**config.mk**
```make
export PLATFORM = sky130hd
export DESIGN_NAME = fp_operand_loader
export DESIGN_NICKNAME = d
export VERILOG_FILES = /design/src/rtl/fp_operand_loader.sv
export SDC_FILE = /design/constraint.sdc
export NUM_CORES = 1
export LEC_CHECK = 0
export CAP_MARGIN = 20
export CORE_ASPECT_RATIO = 1.2
export CORE_MARGIN = 2
export CORE_UTILIZATION = 45
export CTS_BUF_LIST = sky130_fd_sc_hd__clkbuf_16
export CTS_CLUSTER_DIAMETER = 40
export DETAILED_ROUTE_END_ITERATION = 8
export GPL_ROUTABILITY_DRIVEN = 0
export PLACE_DENSITY = 0.74
export SLEW_MARGIN = 20
export SYNTH_ARGS = -nofsm -noshare
export SYNTH_HDL_FRONTEND = slang
export SYNTH_SLANG_ARGS = --single-unit
```
**constraint.sdc**
```tcl
create_clock -name clk -period 2.1 [get_ports clk]
set_input_delay 0.42 -clock clk [delete_from_list [all_inputs] [get_ports clk]]
set_output_delay 0.42 -clock clk [all_outputs]
set_load 0.005 [all_outputs]
```
**src/rtl/fp_operand_loader.sv**
```systemverilog
// Byte-serial operand front end for the FP ALU core: packs eight little-endian bytes into two
// single-precision operands, then issues a valid/ready transaction. Optional macro: FP_LOADER_NAN_FLAG_EN.
module fp_operand_loader (
  input  logic        clk,
  input  logic        rst_n,
  input  logic [7:0]  in_byte,
  input  logic        byte_valid,
  input  logic [1:0]  opcode_in,
  input  logic        start,
  input  logic        core_ready,
  output logic [31:0] operand_a,
  output logic [31:0] operand_b,
  output logic [1:0]  opcode,
  output logic        op_valid,
  output logic        err,
  output logic        nan_flag,
  output logic [3:0]  state_out
);

  typedef enum logic [3:0] {
    IDLE   = 4'd0,
    LOAD_A = 4'd1,
    LOAD_B = 4'd2,
    FULL   = 4'd3,
    ISSUE  = 4'd4
  } state_e;

  state_e      state_q, state_d;
  logic [2:0]  idx_q, idx_d;
  logic [31:0] opa_q, opa_d;
  logic [31:0] opb_q, opb_d;
  logic [1:0]  opc_q, opc_d;
  logic        valid_q, valid_d;
  logic        err_q, err_d;
  logic        start_q;
  logic        start_edge;

  assign start_edge = start & ~start_q;

  always_comb begin
    state_d = state_q;
    idx_d   = idx_q;
    opa_d   = opa_q;
    opb_d   = opb_q;
    opc_d   = opc_q;
    valid_d = valid_q;
    err_d   = err_q;
    case (state_q)
      IDLE, LOAD_A, LOAD_B: begin
        // An early start flags an error but never blocks byte loading.
        if (start_edge) err_d = 1'b1;
        if (byte_valid) begin
          if (idx_q[2]) opb_d[{idx_q[1:0], 3'b000} +: 8] = in_byte;
          else          opa_d[{idx_q[1:0], 3'b000} +: 8] = in_byte;
          idx_d = idx_q + 3'd1;
          if (idx_q == 3'd7)      state_d = FULL;
          else if (idx_q >= 3'd3) state_d = LOAD_B;
          else                    state_d = LOAD_A;
        end
      end
      FULL: begin
        if (byte_valid) err_d = 1'b1;
        if (start_edge) begin
          opc_d   = opcode_in;
          valid_d = 1'b1;
          state_d = ISSUE;
        end
      end
      ISSUE: begin
        if (byte_valid) err_d = 1'b1;
        // A completed handshake clears the sticky error, even one raised this cycle.
        if (core_ready) begin
          valid_d = 1'b0;
          err_d   = 1'b0;
          state_d = IDLE;
        end
      end
      default: state_d = IDLE;
    endcase
  end

  always_ff @(posedge clk) begin
    if (!rst_n) begin
      state_q <= IDLE;
      idx_q   <= '0;
      opa_q   <= '0;
      opb_q   <= '0;
      opc_q   <= '0;
      valid_q <= 1'b0;
      err_q   <= 1'b0;
      start_q <= 1'b0;
    end else begin
      state_q <= state_d;
      idx_q   <= idx_d;
      opa_q   <= opa_d;
      opb_q   <= opb_d;
      opc_q   <= opc_d;
      valid_q <= valid_d;
      err_q   <= err_d;
      start_q <= start;
    end
  end

`ifdef FP_LOADER_NAN_FLAG_EN
  logic nan_q;
  logic a_nan, b_nan;

  assign a_nan = (opa_q[30:23] == 8'hFF) && (opa_q[22:0] != '0);
  assign b_nan = (opb_q[30:23] == 8'hFF) && (opb_q[22:0] != '0);

  always_ff @(posedge clk) begin
    if (!rst_n)                                  nan_q <= 1'b0;
    else if (state_q == FULL && start_edge)      nan_q <= a_nan | b_nan;
    else if (state_q == ISSUE && core_ready)     nan_q <= 1'b0;
  end

  assign nan_flag = nan_q;
`else
  assign nan_flag = 1'b0;
`endif

  assign operand_a = opa_q;
  assign operand_b = opb_q;
  assign opcode    = opc_q;
  assign op_valid  = valid_q;
  assign err       = err_q;
  assign state_out = state_q;

endmodule

```
## After elaboration in Yosys (flattened, before gate mapping)

Index checks and enable logic that the tools add are counted.

- Register bits: 76
- Input bits: 15
- Logic and storage cells: 50

- Muxes and demuxes: 14
- Equal/unequal tests: 9
- Shifts and indexed selects: 2
- Reductions and logical operators: 11
- Bitwise operators: 3
- Add/sub/neg operators: 2
- $lt $le $gt $ge: 1

Operators with widths:

| kind | number |
|---|---|
| $bwmux W32 | 2 |
| $shift A8 B7 Y32 const A | 1 |
| $shiftx A8 B7 Y32 | 1 |
| $mux W4 | 3 |
| $pmux W4 S3 | 1 |
| $reduce_and A3 Y1 | 4 |
| $eq A4 B2 Y1 const B | 2 |
| $ne A2 B2 Y1 const B | 4 |
| $neg A5 Y7 | 1 |
| $reduce_and A2 Y1 | 3 |
| $eq A4 B1 Y1 const B | 1 |
| $eq A4 B3 Y1 const B | 1 |
| $logic_not A4 Y1 | 1 |
| $mux W1 | 4 |
| $mux W2 | 2 |
| $add A3 B1 Y3 const B | 1 |
| $eq A3 B3 Y1 const B | 1 |
| $ge A3 B2 Y1 const B | 1 |
| $pmux W1 S3 | 1 |
| $reduce_bool A3 Y1 | 1 |
| $reduce_or A3 Y1 | 1 |
| $not A1 Y1 | 2 |
| $pmux W1 S2 | 1 |
| $reduce_bool A2 Y1 | 1 |
| $and A1 B1 Y1 | 1 |

## Longest topological paths before layout

Gate-level depths: netlist (run 1).

- Word-level depth: 5
- Depth in mapped cells: 7
- Mapped depth without buffers: 6

## Least setup slack after synthesis (run 1)

No wires, ideal clock.

- Kind: reg-to-reg
- Start: register idx_q[0]
- End: register opb_q[22] (netlist: operand_b[22])
- Library setup time: 0.073 ns
- Arrival time: 1.767 ns
- Stages on the path, launching flop included: 7
- Data required time: 2.027 ns
- Setup slack: 0.260 ns
- Period minus slack after synthesis: 1.840 ns
- Buffers on the path: 1
- Cell sequence: dfxtp_1 > inv_4 > ha_1 > nor3b_4 > buf_2 > nand3_1 > a21oi_1

- Longest elaborated chain between the ends: 3
- Elaborated cells between the ends (all ways): 4

Ends and longest elaborated chain:

| what | line | RTL |
|---|---|---|
| start, declared | 29 | `logic [2:0] idx_q, idx_d;` |
| start signal, assigned | 94 | `idx_q <= idx_d;` |
| $neg A5 Y7 (*) | 53 | `if (idx_q[2]) opb_d[{idx_q[1:0], 3'b000} +: 8] = in_byte;` |
| $shiftx A8 B7 Y32 or $shift A8 B7 Y32 (tied branches) | 53 |  |
| $bwmux W32 (*) | 53 |  |
| end signal, assigned | 96 | `opb_q <= opb_d;` |
| end, declared | 31 | `logic [31:0] opb_q, opb_d;` |

Mark *: on every way between the ends. The rest lies on a longest branch, timed or not.
A chain may end at the register's enable or synchronous reset.

## Worst setup path after layout (run 1)

- Start: register state_q[1] (netlist: state_out[1])
- End: output port state_out[1]

RTL lines:

| what | line | RTL |
|---|---|---|
| start, declared | 28 | `state_e state_q, state_d;` |
| start signal, assigned | 93 | `state_q <= state_d;` |
| end, declared | 17 | `output logic [3:0] state_out` |

No word-level cell between the ends.

==> impl_metrics.toml, run 1 <==
[clocking]
clk_pin_slew_ps = 60
ctsHoldBuffers = 0
cts-buffers-inserted = 9
insertion_delay_ps = 330
numClockSinks = 75
ctsResizeCount = 0
cts_tree = "built"
clockBufferDepth = 2
postCtsSetupRepairBufs = 0
ctsHtreeMaxLevel = 3
clock-root-buffer = "clkbuf_16"

[sta]
final.setup.tns_ps = 0
fmax_mhz = 547
min_period_ps = 1830
rsz0062_at_grt = "false"
finalSetupViolations = 0
hold_viol = 0
fin_ws_ps = 270
slew_viol_final = 0
timing.final.crit_share = 0.871
finClkSkew_ps = 3.94

[setup_path]
crit_required_ps = 1680
end_kind = "output port"
startpoint_type = "flop"
reg2reg_depth = 6
crit_buf_inv = 1
worstSetupPathType = "flop to output port"
cp_cell_sequence = "clkdlybuf4s50_1"
crit_path_max_incr_delay_ps = 580
path_max_fanout = 9
crit_family = "buffers and inverters"
critPathArrivalTime_ps = 1410
crit_slowest_cell = "clkdlybuf4s50_1"
cp_num_cells = 1

[power]
peakVddDrop_v = 0.000551
p_leak_nw = 1.45
power-per-cell-area_nw_per_um2 = 756

[synth]
synth-warning-count = 0
synth_edf_count = 0
async_flop_share = 0
yosys.area.top_type = "dfxtp_1"
yosys_most_used_dff = "dfxtp_1"
synth.area.top_cells = "dfxtp_1, nand3_1, a21oi_1"
ys_types = 35
synth-seq-cells = 75
syn_area_um2 = 3310
yosysMostFrequentCell = "dfxtp_1"
avgSynthCellArea_um2 = 9.03
synth_common_cells = "dfxtp_1, nand3_1, a21oi_1"
synth_cells = 367
yosysTopAreaCellShare = 0.453
ys_seq_area_frac = 0.453

[grt]
grt_pass1_vias = 2661
grt_start_max_net_pins = 44
grt_first_pass_wirelength_um = 13300
grt_usage = 0.218
grt-ovfl-total = 0
antenna_found_initial = 0

[drt]
avgViaCountPerCell = 5.36
route.detailed.drc = 0
drtIter0Drc = 99
avgRoutedWirePerCell_um = 15.3
vias = 2881
detail-route-antenna-nets = 0
first_pass_iters = 4
routed_wl_um = 8260

[cells_and_area]
antenna_cells = 0
syn_to_final_growth_pct = 35.2
nNetsFinal = 464
layout-drive-gt1-share = 0.136

[worst_hold_path]
hold_path_depth = 2
hold_path_class = "flop to flop"

[placement]
post-place-ws_ps = 146
port_buffers = 85
dp_hpwl_um = 5720

[floorplan]
dieArea_um2 = 8070
initial_core_util = 0.461
die_x_um = 82.3
placementRows = 34
coreArea_um2 = 7190
die_y_um = 98.0
num_io_pins = 88

[job]
max-cap-violations = 0

[status]
status = "completed"
==> state kept, by name, summed over array words and instances (netlist names) <==
name / cells
operand_a: 32
idx_q: 3
err: 1
state_out: 3
opcode: 2
start_q: 1
op_valid: 1
operand_b: 32
==> final timing paths <==
kind	from	end	slack (ps)
setup reg to reg	idx_q[0]	operand_b[11]	310
hold / removal	operand_a[8]	operand_a[8]	450
hold reg to reg	operand_a[8]	operand_a[8]	450
setup / recovery	state_out[1]	state_out[1]	270
==> power breakdown <==
| part | leakage, nW | total, mW | switching, mW | internal, mW |
|---|---|---|---|---|
| clock | 0.152 | 1.59 | 0.568 | 1.02 |
| sequential | 0.606 | 1.46 | 0.0192 | 1.44 |
| combinational | 0.689 | 0.330 | 0.201 | 0.130 |
==> placed cells by master, fill, tap and decap left out, drive strengths merged, types with 2 or more instances in the layout <==
cell type / count
nand2b: 33
clkinv: 3
dfxtp: 75
nor2: 13
nand3: 69
a211oi: 2
clkbuf: 9
clkdlybuf4s50: 85
bufinv: 2
ha: 6
and2: 2
buf: 8
conb: 2
a21oi: 70
nand2: 38
nor3b: 4
inv: 6
mux2i: 4
nand3b: 2
nor3: 6
==> cells by family (layout without fill, tap and decap cells) <==
logic type | after synthesis | in the layout | share of synthesized area
xor gates and xnor gates | 1 | 1 | 0.00264
other | 1 | 2 | 0.00113
buffers and inverters | 34 | 114 | 0.0650
AOI/OAI and AO/OA | 77 | 77 | 0.149
DFF | 75 | 75 | 0.453
muxes | 4 | 4 | 0.0121
adders and majority gates | 6 | 6 | 0.0227
and+or+nand+nor | 169 | 169 | 0.295
==> stage by stage <==
step | instance area [um^2] | instances | util | total power [mW] | hold slack [ps]
global route | 4480 | 538 | 0.623 | 3.51 | 470
finish | 4480 | 538 | 0.623 | 3.39 | 453
detailed placement | 4170 | 522 | 0.580 | 1.82 | 447
floorplan | 3320 | 368 | - | 1.71 | 453
global placement | 4170 | 522 | 0.580 | 1.82 | 443
CTS | 4480 | 538 | 0.623 | 3.40 | 455
==> area by class of cell <==
cell class / count / area, um^2
sequential: 75 / 1500
fill: 627 / 2710
clock buffer: 9 / 225
clock inverter: 7 / 83.8
multi-input combinational: 259 / 1600
timing repair buffer: 93 / 936
inverter: 5 / 21.3
tap: 90 / 113
==> per-layer routing <==
metal,up-vias,routed length [um],global-route usage
met5,-,0,0
met4,0,109,0.0641
met3,12,518,0.0582
met2,95,4320,0.360
met1,1365,3310,0.274
li1,1409,-,-
Power figures use the tool's default switching activity.
==> inputs of run 2 (changes only) <==
PLACE_DENSITY = 0.82   (was 0.74)
==> impl_metrics.toml, run 2 (synthesis gave the netlist of run 1 again) <==
[clocking]
ctsHoldBuffers = 0
clk_pin_slew_ps = 50
numClockSinks = 75
ctsHtreeMaxLevel = 3
insertion_delay_ps = 330
cts_tree = "built"
cts-buffers-inserted = 9
postCtsSetupRepairBufs = 0
clockBufferDepth = 2
clock-root-buffer = "clkbuf_16"
ctsResizeCount = 0

[floorplan]
coreArea_um2 = 7190
dieArea_um2 = 8070
die_y_um = 98.0
die_x_um = 82.3
initial_core_util = 0.461
num_io_pins = 88
placementRows = 34

[setup_path]
cp_cell_sequence = "clkdlybuf4s50_1"
crit_required_ps = 1680
crit_path_max_incr_delay_ps = 570
cp_num_cells = 1
crit_slowest_cell = "clkdlybuf4s50_1"
startpoint_type = "flop"
end_kind = "output port"
critPathArrivalTime_ps = 1410
crit_buf_inv = 1
worstSetupPathType = "flop to output port"
reg2reg_depth = 6
crit_family = "buffers and inverters"
path_max_fanout = 9

[sta]
finClkSkew_ps = 3.18
timing.final.crit_share = 0.869
fmax_mhz = 548
final.setup.tns_ps = 0
rsz0062_at_grt = "false"
finalSetupViolations = 0
hold_viol = 0
slew_viol_final = 0
min_period_ps = 1830

[cells_and_area]
nNetsFinal = 464
layout-drive-gt1-share = 0.132
final_common_cell = "clkdlybuf4s50_1"
antenna_cells = 0
fin_cells = 538
syn_to_final_growth_pct = 33.2
finish.utilization = 0.614
final_cell_mix = "clkdlybuf4s50_1, dfxtp_1, nand3_1"
stdcell_area_um2 = 4410

[power]
p_sw_mw = 0.757
pwr-share-comb = 0.105
p_clk_frac = 0.423
power_mw = 3.10
p_leak_nw = 1.43
intPower_mw = 2.34
switching_share = 0.244
power.share.sequential = 0.472
peakVddDrop_v = 0.000457
power-per-cell-area_nw_per_um2 = 703

[drt]
avgViaCountPerCell = 5.31
vias = 2859
route.detailed.drc = 0
routed_wl_um = 8170
detail-route-antenna-nets = 0
first_pass_iters = 4
avgRoutedWirePerCell_um = 15.2
drtIter0Drc = 94

[grt]
grt_first_pass_wirelength_um = 13100
grt_start_max_net_pins = 44
grt_usage = 0.213
antenna_found_initial = 0
grt_pass1_vias = 2709
grt-ovfl-total = 0

[placement]
place_inst = 522
placed_area_um2 = 4160
port_buffers = 85
dp_hpwl_um = 5860

[worst_hold_path]
hold_path_depth = 2
hold_path_class = "flop to flop"

[job]
max-cap-violations = 0

[status]
status = "completed"
[run 2: layer usage]
layer / GRT usage / up-vias / part of all wire
met2: 0.352 / 86 / 0.51
met3: 0.0499 / 19 / 0.058
li1: - / 1405 / -
met1: 0.254 / 1349 / 0.40
met5: 0 / - / 0
met4: 0.104 / 0 / 0.032
[run 2: path summary, 6_finish.rpt]
kind                            slack, ps         start      endpoint
worst min register to register        450  operand_a[6]  operand_a[6]
worst max-delay path                  270  state_out[1]  state_out[1]
worst max register to register        310      idx_q[0]  operand_b[9]
worst min-delay path                  450  operand_a[6]  operand_a[6]
[run 2: layout make-up]
cell class,count,area [um^2]
clock buffer,9,225
clock inverter,7,28.8
fill,615,2780
inverter,5,21.3
multi-input combinational,259,1600
sequential,75,1500
tap,90,113
timing repair buffer,93,923
[run 2: power groups by stage]
stage / combinational [mW] / sequential (mW) / clock (mW)
6_report: 0.326 / 1.46 / 1.31
5_1_grt: 0.356 / 1.47 / 1.40
4_1_cts: 0.327 / 1.46 / 1.33
3_5_place_dp: 0.326 / 1.49 / 0
3_3_place_gp: 0.319 / 1.49 / 0
2_1_floorplan: 0.218 / 1.49 / 0
[run 2: per-stage QoR]
stage                     hold slack [ps]  setup slack, ps
after global placement                442              177
after detailed placement              449              105
final                                 454              275
after floorplan                       453              260
after global routing                  480              162
after CTS                             456              260
